===== config.mk =====
export PLATFORM = sky130hd
export DESIGN_NAME = hpdcache_wb_evict_buf
export DESIGN_NICKNAME = d
export VERILOG_FILES = /design/src/rtl/hpdcache_wb_pkg.sv /design/src/rtl/hpdcache_wb_evict_buf_chk.sv /design/src/rtl/hpdcache_wb_evict_fifo.sv /design/src/rtl/hpdcache_wb_evict_buf.sv
export SDC_FILE = /design/constraint.sdc
export NUM_CORES = 1
export LEC_CHECK = 0
export CORE_ASPECT_RATIO = 1.4
export CORE_MARGIN = 4
export CORE_UTILIZATION = 25
export DETAILED_ROUTE_END_ITERATION = 8
export DONT_BUFFER_PORTS = 1
export GPL_TIMING_DRIVEN = 0
export MAX_ROUTING_LAYER = met4
export PLACE_DENSITY = 0.38
export SYNTH_ARGS = -nofsm -noshare
export SYNTH_HDL_FRONTEND = slang
export SYNTH_SLANG_ARGS = --single-unit

===== constraint.sdc =====
create_clock -name clk_i -period 1.95 [get_ports clk_i]
set_input_delay 0.39 -clock clk_i [delete_from_list [all_inputs] [get_ports clk_i]]
set_output_delay 0.39 -clock clk_i [all_outputs]
set_load 0.02 [all_outputs]

===== src/rtl/hpdcache_wb_pkg.sv =====
// hpdcache_wb_pkg
//   Shared types and geometry helpers for the HPDcache write-back eviction
//   buffer.
//   - wb_entry_t      : one queued victim line (address + data) for the
//                       default cache geometry.
//   - wb_state_e      : transmit FSM states.
//   - WB_BEATS / WB_OFFSET_WIDTH : default beat count and line-offset width.
//   - wb_num_beats / wb_offset_width : the same values for any geometry.
package hpdcache_wb_pkg;

  localparam int unsigned WB_LINE_WIDTH   = 128;
  localparam int unsigned WB_DATA_WIDTH   = 64;
  localparam int unsigned WB_ADDR_WIDTH   = 64;
  localparam int unsigned WB_BEATS        = WB_LINE_WIDTH / WB_DATA_WIDTH;
  localparam int unsigned WB_OFFSET_WIDTH = $clog2(WB_LINE_WIDTH / 8);

  typedef struct packed {
    logic [WB_ADDR_WIDTH-1:0] addr;
    logic [WB_LINE_WIDTH-1:0] data;
  } wb_entry_t;

  typedef enum logic [1:0] {
    WB_IDLE    = 2'd0,
    WB_SEND_AW = 2'd1,
    WB_SEND_W  = 2'd2,
    WB_WAIT_B  = 2'd3
  } wb_state_e;

  // Number of W beats needed to carry one line.
  function automatic int unsigned wb_num_beats(input int unsigned line_w,
                                               input int unsigned data_w);
    return line_w / data_w;
  endfunction

  // Number of byte-offset bits inside one line.
  function automatic int unsigned wb_offset_width(input int unsigned line_w);
    return $clog2(line_w / 8);
  endfunction

endpackage


===== src/rtl/hpdcache_wb_evict_buf_chk.sv =====
// hpdcache_wb_evict_buf_chk
//   Simulation-only protocol checks for the eviction buffer's AXI write port.
//   Ports: i_clk, i_rst_n, AW valid/ready/addr, B valid/ready/id.
module hpdcache_wb_evict_buf_chk #(
  parameter int unsigned AddrWidth = 64,
  parameter int unsigned IdWidth   = 4,
  parameter int unsigned WbId      = 0
) (
  input logic                 i_clk,
  input logic                 i_rst_n,
  input logic                 i_aw_valid,
  input logic                 i_aw_ready,
  input logic [AddrWidth-1:0] i_aw_addr,
  input logic                 i_b_valid,
  input logic                 i_b_ready,
  input logic [IdWidth-1:0]   i_b_id
);

  // Every accepted write response must carry the eviction ID.
  a_b_id: assert property (@(posedge i_clk) disable iff (!i_rst_n)
    (i_b_valid && i_b_ready) |-> (i_b_id == IdWidth'(WbId)));

  // AW must hold valid and address until accepted.
  a_aw_stable: assert property (@(posedge i_clk) disable iff (!i_rst_n)
    (i_aw_valid && !i_aw_ready) |=> (i_aw_valid && $stable(i_aw_addr)));

endmodule


===== src/rtl/hpdcache_wb_evict_fifo.sv =====
// hpdcache_wb_evict_fifo
//   Small circular FIFO of victim lines that also exposes every slot's
//   address and valid bit, so the owner can snoop all held lines.
//   Ports:
//     clk_i, rst_ni       clock, synchronous active-low reset
//     i_push, i_addr, i_data   write one entry (caller guarantees !o_full)
//     i_pop               free the head entry (caller guarantees !o_empty)
//     o_full, o_empty, o_count   occupancy
//     o_head_addr, o_head_data   head entry contents
//     o_valid, o_addr     per-slot valid bit and stored address
module hpdcache_wb_evict_fifo #(
  parameter int unsigned Depth     = 2,
  parameter int unsigned AddrWidth = 64,
  parameter int unsigned LineWidth = 128,
  localparam int unsigned CntW     = $clog2(Depth + 1)
) (
  input  logic                            clk_i,
  input  logic                            rst_ni,
  input  logic                            i_push,
  input  logic [AddrWidth-1:0]            i_addr,
  input  logic [LineWidth-1:0]            i_data,
  input  logic                            i_pop,
  output logic                            o_full,
  output logic                            o_empty,
  output logic [CntW-1:0]                 o_count,
  output logic [AddrWidth-1:0]            o_head_addr,
  output logic [LineWidth-1:0]            o_head_data,
  output logic [Depth-1:0]                o_valid,
  output logic [Depth-1:0][AddrWidth-1:0] o_addr
);

  localparam int unsigned PtrW = (Depth > 1) ? $clog2(Depth) : 1;

  logic [Depth-1:0][AddrWidth-1:0] r_addr;
  logic [Depth-1:0][LineWidth-1:0] r_data;
  logic [Depth-1:0]                r_valid;
  logic [PtrW-1:0]                 r_wptr;
  logic [PtrW-1:0]                 r_rptr;
  logic [CntW-1:0]                 r_count;

  logic [PtrW-1:0] w_wptr_nxt;
  logic [PtrW-1:0] w_rptr_nxt;

  // Pointer wrap is explicit so non-power-of-two depths work.
  assign w_wptr_nxt = (r_wptr == PtrW'(Depth - 1)) ? {PtrW{1'b0}} : r_wptr + PtrW'(1);
  assign w_rptr_nxt = (r_rptr == PtrW'(Depth - 1)) ? {PtrW{1'b0}} : r_rptr + PtrW'(1);

  // Storage, pointers, occupancy and per-slot valid bits.
  always_ff @(posedge clk_i) begin
    if (!rst_ni) begin
      r_addr  <= '0;
      r_data  <= '0;
      r_valid <= {Depth{1'b0}};
      r_wptr  <= {PtrW{1'b0}};
      r_rptr  <= {PtrW{1'b0}};
      r_count <= {CntW{1'b0}};
    end else begin
      if (i_push) begin
        r_addr[r_wptr]  <= i_addr;
        r_data[r_wptr]  <= i_data;
        r_valid[r_wptr] <= 1'b1;
        r_wptr          <= w_wptr_nxt;
      end
      // Push and pop never target the same slot: push needs !full, pop needs !empty.
      if (i_pop) begin
        r_valid[r_rptr] <= 1'b0;
        r_rptr          <= w_rptr_nxt;
      end
      case ({i_push, i_pop})
        2'b10:   r_count <= r_count + CntW'(1);
        2'b01:   r_count <= r_count - CntW'(1);
        default: r_count <= r_count;
      endcase
    end
  end

  assign o_full      = (r_count == CntW'(Depth));
  assign o_empty     = (r_count == {CntW{1'b0}});
  assign o_count     = r_count;
  assign o_head_addr = r_addr[r_rptr];
  assign o_head_data = r_data[r_rptr];
  assign o_valid     = r_valid;
  assign o_addr      = r_addr;

endmodule


===== src/rtl/hpdcache_wb_evict_buf.sv =====
// hpdcache_wb_evict_buf
//   Write-back eviction buffer: queues dirty victim lines and sends each one
//   as a single AXI4 INCR write burst (AW, N W beats, B). One transaction is
//   outstanding at a time. A snoop port reports whether a line is still held.
//   Ports:
//     clk_i, rst_ni                    clock, synchronous active-low reset
//     evict_valid_i/ready_o/addr_i/data_i   victim line input
//     aw_*                             AXI write address channel
//     w_*                              AXI write data channel
//     b_*                              AXI write response channel
//     snoop_addr_i / snoop_hit_o       held-line lookup (combinational)
//     busy_o                           any entry held
//     err_o                            one-cycle pulse on SLVERR/DECERR
module hpdcache_wb_evict_buf
  import hpdcache_wb_pkg::*;
#(
  parameter int unsigned LineWidth = 128,
  parameter int unsigned DataWidth = 64,
  parameter int unsigned AddrWidth = 64,
  parameter int unsigned IdWidth   = 4,
  parameter int unsigned WbId      = 0,
  parameter int unsigned Depth     = 2
) (
  input  logic                   clk_i,
  input  logic                   rst_ni,
  input  logic                   evict_valid_i,
  output logic                   evict_ready_o,
  input  logic [AddrWidth-1:0]   evict_addr_i,
  input  logic [LineWidth-1:0]   evict_data_i,
  output logic                   aw_valid_o,
  input  logic                   aw_ready_i,
  output logic [AddrWidth-1:0]   aw_addr_o,
  output logic [IdWidth-1:0]     aw_id_o,
  output logic [7:0]             aw_len_o,
  output logic                   w_valid_o,
  input  logic                   w_ready_i,
  output logic [DataWidth-1:0]   w_data_o,
  output logic [DataWidth/8-1:0] w_strb_o,
  output logic                   w_last_o,
  input  logic                   b_valid_i,
  output logic                   b_ready_o,
  input  logic [IdWidth-1:0]     b_id_i,
  input  logic [1:0]             b_resp_i,
  input  logic [AddrWidth-1:0]   snoop_addr_i,
  output logic                   snoop_hit_o,
  output logic                   busy_o,
  output logic                   err_o
);

  localparam int unsigned Beats = wb_num_beats(LineWidth, DataWidth);
  localparam int unsigned OffW  = wb_offset_width(LineWidth);
  localparam int unsigned BeatW = (Beats > 1) ? $clog2(Beats) : 1;
  localparam int unsigned CntW  = $clog2(Depth + 1);
  localparam logic [AddrWidth-1:0] LineMask =
    ~((AddrWidth'(1) << OffW) - AddrWidth'(1));

  wb_state_e r_state;
  logic [BeatW-1:0] r_beat;
  logic             r_err;

  logic                            w_push;
  logic                            w_full;
  logic                            w_empty;
  logic [CntW-1:0]                 w_count;
  logic [AddrWidth-1:0]            w_head_addr;
  logic [LineWidth-1:0]            w_head_data;
  logic [Depth-1:0]                w_valid;
  logic [Depth-1:0][AddrWidth-1:0] w_addr;
  logic                            w_aw_hs;
  logic                            w_w_hs;
  logic                            w_b_hs;
  logic                            w_last_beat;
  logic [AddrWidth-1:0]            w_snoop_line;
  logic                            w_snoop_hit;
  logic                            w_unused_resp;

  assign w_push      = evict_valid_i && evict_ready_o;
  assign w_aw_hs     = aw_valid_o && aw_ready_i;
  assign w_w_hs      = w_valid_o && w_ready_i;
  assign w_b_hs      = b_valid_i && b_ready_o;
  assign w_last_beat = (r_beat == BeatW'(Beats - 1));
  // Only bit 1 distinguishes SLVERR/DECERR from OKAY/EXOKAY.
  assign w_unused_resp = b_resp_i[0];

  hpdcache_wb_evict_fifo #(
    .Depth     (Depth),
    .AddrWidth (AddrWidth),
    .LineWidth (LineWidth)
  ) u_fifo (
    .clk_i       (clk_i),
    .rst_ni      (rst_ni),
    .i_push      (w_push),
    .i_addr      (evict_addr_i & LineMask),
    .i_data      (evict_data_i),
    .i_pop       (w_b_hs),
    .o_full      (w_full),
    .o_empty     (w_empty),
    .o_count     (w_count),
    .o_head_addr (w_head_addr),
    .o_head_data (w_head_data),
    .o_valid     (w_valid),
    .o_addr      (w_addr)
  );

  // Transmit FSM, beat counter and error pulse. An entry pushed while IDLE,
  // or still queued when B arrives, starts its AW the very next cycle.
  always_ff @(posedge clk_i) begin
    if (!rst_ni) begin
      r_state <= WB_IDLE;
      r_beat  <= {BeatW{1'b0}};
      r_err   <= 1'b0;
    end else begin
      r_err <= w_b_hs && b_resp_i[1];
      case (r_state)
        WB_IDLE: begin
          if (w_push || !w_empty) r_state <= WB_SEND_AW;
          else                    r_state <= WB_IDLE;
        end
        WB_SEND_AW: begin
          r_beat <= {BeatW{1'b0}};
          if (w_aw_hs) r_state <= WB_SEND_W;
          else         r_state <= WB_SEND_AW;
        end
        WB_SEND_W: begin
          if (w_w_hs && w_last_beat) begin
            r_beat  <= {BeatW{1'b0}};
            r_state <= WB_WAIT_B;
          end else if (w_w_hs) begin
            r_beat  <= r_beat + BeatW'(1);
          end else begin
            r_beat  <= r_beat;
          end
        end
        WB_WAIT_B: begin
          // The head is popped this cycle, so another line exists only if
          // more than one was held or one is arriving now.
          if (w_b_hs && ((w_count > CntW'(1)) || w_push)) r_state <= WB_SEND_AW;
          else if (w_b_hs)                                r_state <= WB_IDLE;
          else                                            r_state <= WB_WAIT_B;
        end
        default: r_state <= WB_IDLE;
      endcase
    end
  end

  // Snoop against every held slot; the in-flight head stays valid until B.
  always_comb begin
    w_snoop_line = snoop_addr_i & LineMask;
    w_snoop_hit  = 1'b0;
    for (int i = 0; i < int'(Depth); i++) begin
      w_snoop_hit = w_snoop_hit | (w_valid[i] && (w_addr[i] == w_snoop_line));
    end
  end

  assign evict_ready_o = !w_full;
  assign aw_valid_o    = (r_state == WB_SEND_AW);
  assign aw_addr_o     = w_head_addr;
  assign aw_id_o       = IdWidth'(WbId);
  assign aw_len_o      = 8'(Beats - 1);
  assign w_valid_o     = (r_state == WB_SEND_W);
  assign w_data_o      = w_head_data[r_beat*DataWidth +: DataWidth];
  assign w_strb_o      = {(DataWidth/8){1'b1}};
  assign w_last_o      = w_valid_o && w_last_beat;
  assign b_ready_o     = (r_state == WB_WAIT_B);
  assign snoop_hit_o   = w_snoop_hit;
  assign busy_o        = !w_empty;
  assign err_o         = r_err;

  hpdcache_wb_evict_buf_chk #(
    .AddrWidth (AddrWidth),
    .IdWidth   (IdWidth),
    .WbId      (WbId)
  ) u_chk (
    .i_clk      (clk_i),
    .i_rst_n    (rst_ni),
    .i_aw_valid (aw_valid_o),
    .i_aw_ready (aw_ready_i),
    .i_aw_addr  (aw_addr_o),
    .i_b_valid  (b_valid_i),
    .i_b_ready  (b_ready_o),
    .i_b_id     (b_id_i)
  );

endmodule


==> results.json <==
{
  "ys_ff_latch": 386,
  "criticalPathCategory": "reg2out",
  "start_kind": "register",
  "ant_nets": 0,
  "grt_pass1_vias": 16600,
  "place_congestion": 0.922,
  "period_share": 1.41,
  "critPathArrivalTime_ns": 2.36,
  "cts-root-buf": "clkbuf_16",
  "grt_start_max_net_pins": 13,
  "die_w_um": 235,
  "worstPathRequired_ns": 1.56,
  "synthesis.area_mm2": 0.0181,
  "ys_types": 40,
  "yosys_warnings": 0,
  "wl_per_cell_um": 25.5,
  "maxSlewViolCount": 0,
  "place_area_mm2": 0.0194,
  "cap_violations": 0,
  "leakage_nw": 9.25,
  "rsz0062_at_grt": "yes",
  "clk_latency_ns": 0.61,
  "dieArea_mm2": 0.0768,
  "die_h_um": 326,
  "grt_pass1_wl_um": 121000,
  "worstMarginPinSlew_ns": 0.944,
  "min_from": "w_ready_i",
  "num_io_pins": 424,
  "fin_area_mm2": 0.0254,
  "syn_inst": 2054,
  "synth_seq_area_share": 0.427,
  "rr_worst_depth": 9,
  "dpl.hpwl_um": 62900,
  "powerDensity_mw_per_mm2": 857,
  "peakVddDrop_mv": 0.641,
  "core-area_mm2": 0.0716,
  "via_per_inst": 4.74,
  "layout-drive-gt1-share": 0.188,
  "end_kind": "output pin",
  "period_needed_ns": 2.75,
  "fmax_mhz": 363,
  "relSlewSlack": 0.371,
  "min_path_type": "in2reg",
  "timing.setup.tns_ns": -32.49,
  "dr.pass1.iters": 5,
  "grt.total_usage": 0.220,
  "rows": 116,
  "initial_core_util": 0.253,
  "status": "finished with violations",
  "critPathMaxFanout": 3,
  "cp_slowest_cell": "dfxtp_1",
  "reg2reg_from": "u_fifo.o_count[0]",
  "dpl_worst_slack_ns": -0.921,
  "crit_top_cell": "nand4_1",
  "clockBufferDepth": 3,
  "max_stage_delay_ns": 0.34,
  "finalSetupViolCount": 125,
  "clock-sinks": 386,
  "routed-via-count": 16000,
  "nFillCells": 7383,
  "rr_endpoint": "u_fifo.o_addr[77]",
  "path_cells": "xnor2_2, nand4_1, nor4_1, nand4_1, o22ai_4",
  "drc": 0,
  "syn2layout_area_growth_pct": 40.7,
  "violations": "setup timing",
  "nNetsFinal": 2657,
  "port_buffers": 0,
  "totalWireLength_um": 86000,
  "synth.avg_cell_area_um2": 8.81,
  "htree_levels": 2,
  "cts.reportedPaths.clkPinSlew_ns": 0.06,
  "drt_iter0_markers": 827,
  "setup_slack_ns": -0.804,
  "clock-skew-final_ns": 0.0222,
  "r2r_setup_slack_ns": 0.09,
  "hold_viol_final": 0,
  "cts_tree": "built",
  "hold_end": "r_state[0]",
  "cts_buffers": 45,
  "grt_overflow_total": 0,
  "min_delay_path_depth": 3,
  "antenna_found_initial": 12
}
cell usage after synthesis (all sizes together):
master   instances  area [um^2]
clkbuf          70          263
a21oi            5         25.0
o22ai            6         37.5
o221ai           3         26.3
and3             2         12.5
nor3             2         10.0
a221oi           3         26.3
a311o            1         10.0
nor4            10         62.6
nor2b            6         37.5
conb             2         7.51
a21boi         378         2840
xnor2           81          709
nor2             4         30.0
xor2            24          210
nand2          763         2860
dfxtp          386         7730
mux2            54          608
and4             1         8.76
nor4b            1         8.76
nand3            3         15.0
buf            101          594
a2111oi          2         17.5
o211ai           1         7.51
o21ai            9         45.0
ha               8          100
nand2b           2         12.5
o211a            1         10.0
o221a            1         11.3
and2             5         31.3
inv             28          105
a22oi            4         30.0
nand4           23          144
mux4            64         1440
metal layers:
| metal | wire length (um) | global-route usage | vias to the layer above |
|---|---|---|---|
| met5 | 0 | - | - |
| met4 | 3770 | 0.0814 | 0 |
| met3 | 5910 | 0.0624 | 129 |
| met2 | 44400 | 0.396 | 522 |
| met1 | 31900 | 0.230 | 7851 |
| li1 | - | - | 7488 |
logic make-up (layout without fill, tap and decap cells):
kind of cell | count (synthesis) | in the layout | share of synthesized area
flops | 386 | 386 | 0.427
compound gates | 414 | 414 | 0.171
xor+xnor | 105 | 105 | 0.0508
fa+ha+maj | 8 | 8 | 0.00553
other cells | 2 | 38 | 0.000415
mux | 118 | 118 | 0.113
buf+inv | 199 | 535 | 0.0532
simple gates | 822 | 822 | 0.179
layout make-up:
type	instances	area (um^2)	area share
Multi-Input combinational cell	1491	10100	0.396
Sequential cell	386	7740	0.304
Timing Repair Buffer	265	3180	0.125
Buffer	164	1600	0.0628
Clock buffer	68	1360	0.0536
Tap cell	944	1180	0.0464
Clock inverter	10	161	0.00634
Inverter	28	109	0.00428
Antenna cell	14	35.0	0.00138
repair_timing:
action                                  in CTS  in global routing
buffers inserted                            50                 14
hold buffers                               189                  0
endpoints found under the hold margin      377                  0
endpoints found under the setup margin     510                377
pin swaps                                   73                 12
gates resized for setup                    363                135
gates cloned                                16                  5
state kept, by name, summed over array words and instances (netlist names):
| signal | count |
|---|---|
| r_state | 2 |
| u_fifo.r_rptr | 1 |
| u_fifo.r_wptr | 1 |
| u_fifo.r_data | 256 |
| r_beat | 1 |
| u_fifo.o_count | 2 |
| u_fifo.o_valid | 2 |
| u_fifo.o_addr | 120 |
| err_o | 1 |
critical path, delay by kind of cell (launching register included):
| kind | cells | cell delay, ns |
|---|---|---|
| flip-flops | 1 | 0.34 |
| XOR/XNOR | 1 | 0.30 |
| AO/OA/AOI/OAI | 1 | 0.25 |
| AND/OR/NAND/NOR | 3 | 0.87 |
placed cells by master, fill, tap and decap left out, types with 40 or more instances in the layout:
cell type / instances
dlygate4sd3_1: 189
buf_4: 50
a21boi_0: 146
a21boi_1: 232
xnor2_1: 63
clkbuf_1: 50
mux4_2: 64
nand2_1: 745
clkbuf_16: 56
buf_6: 43
dfxtp_1: 380
mux2_4: 54
buf_12: 40
worst max-delay path by stage:
| stage | start | endpoint | slack, ns | depth (start not counted) |
|---|---|---|---|---|
| final | u_fifo.o_addr[29] | snoop_hit_o | -0.80 | 5 |
| after global routing | u_fifo.o_addr[55] | snoop_hit_o | -0.86 | 5 |
| after CTS | u_fifo.o_addr[122] | snoop_hit_o | -0.93 | 5 |
| after detailed placement | u_fifo.o_count[0] | u_fifo.r_data[29] | -0.92 | 8 |
| after global placement | u_fifo.o_count[0] | u_fifo.r_data[29] | -0.91 | 8 |
| after floorplan | r_beat | w_data_o[0] | 0.11 | 4 |
through the flow:
step                hold WS, ns  utilization  power [mW]  std cells
global route             0.0759        0.356        22.7       3368
floorplan                 0.432            -        10.8       2076
detailed placement        0.445        0.270        11.9       3020
finish                   0.0688        0.356        21.8       3370
CTS                      0.0186        0.350        22.0       3351
global placement          0.438        0.270        11.9       3020
where the power goes:
| part | switching, mW | leakage, nW | total (mW) | internal [mW] |
|---|---|---|---|---|
| Clock | 3.72 | 0.750 | 8.94 | 5.22 |
| Sequential | 0.362 | 3.15 | 8.74 | 8.38 |
| Combinational | 2.30 | 5.35 | 4.11 | 1.80 |
| Total | 6.39 | 9.25 | 21.8 | 15.4 |
(Power assumes the default switching activity.)
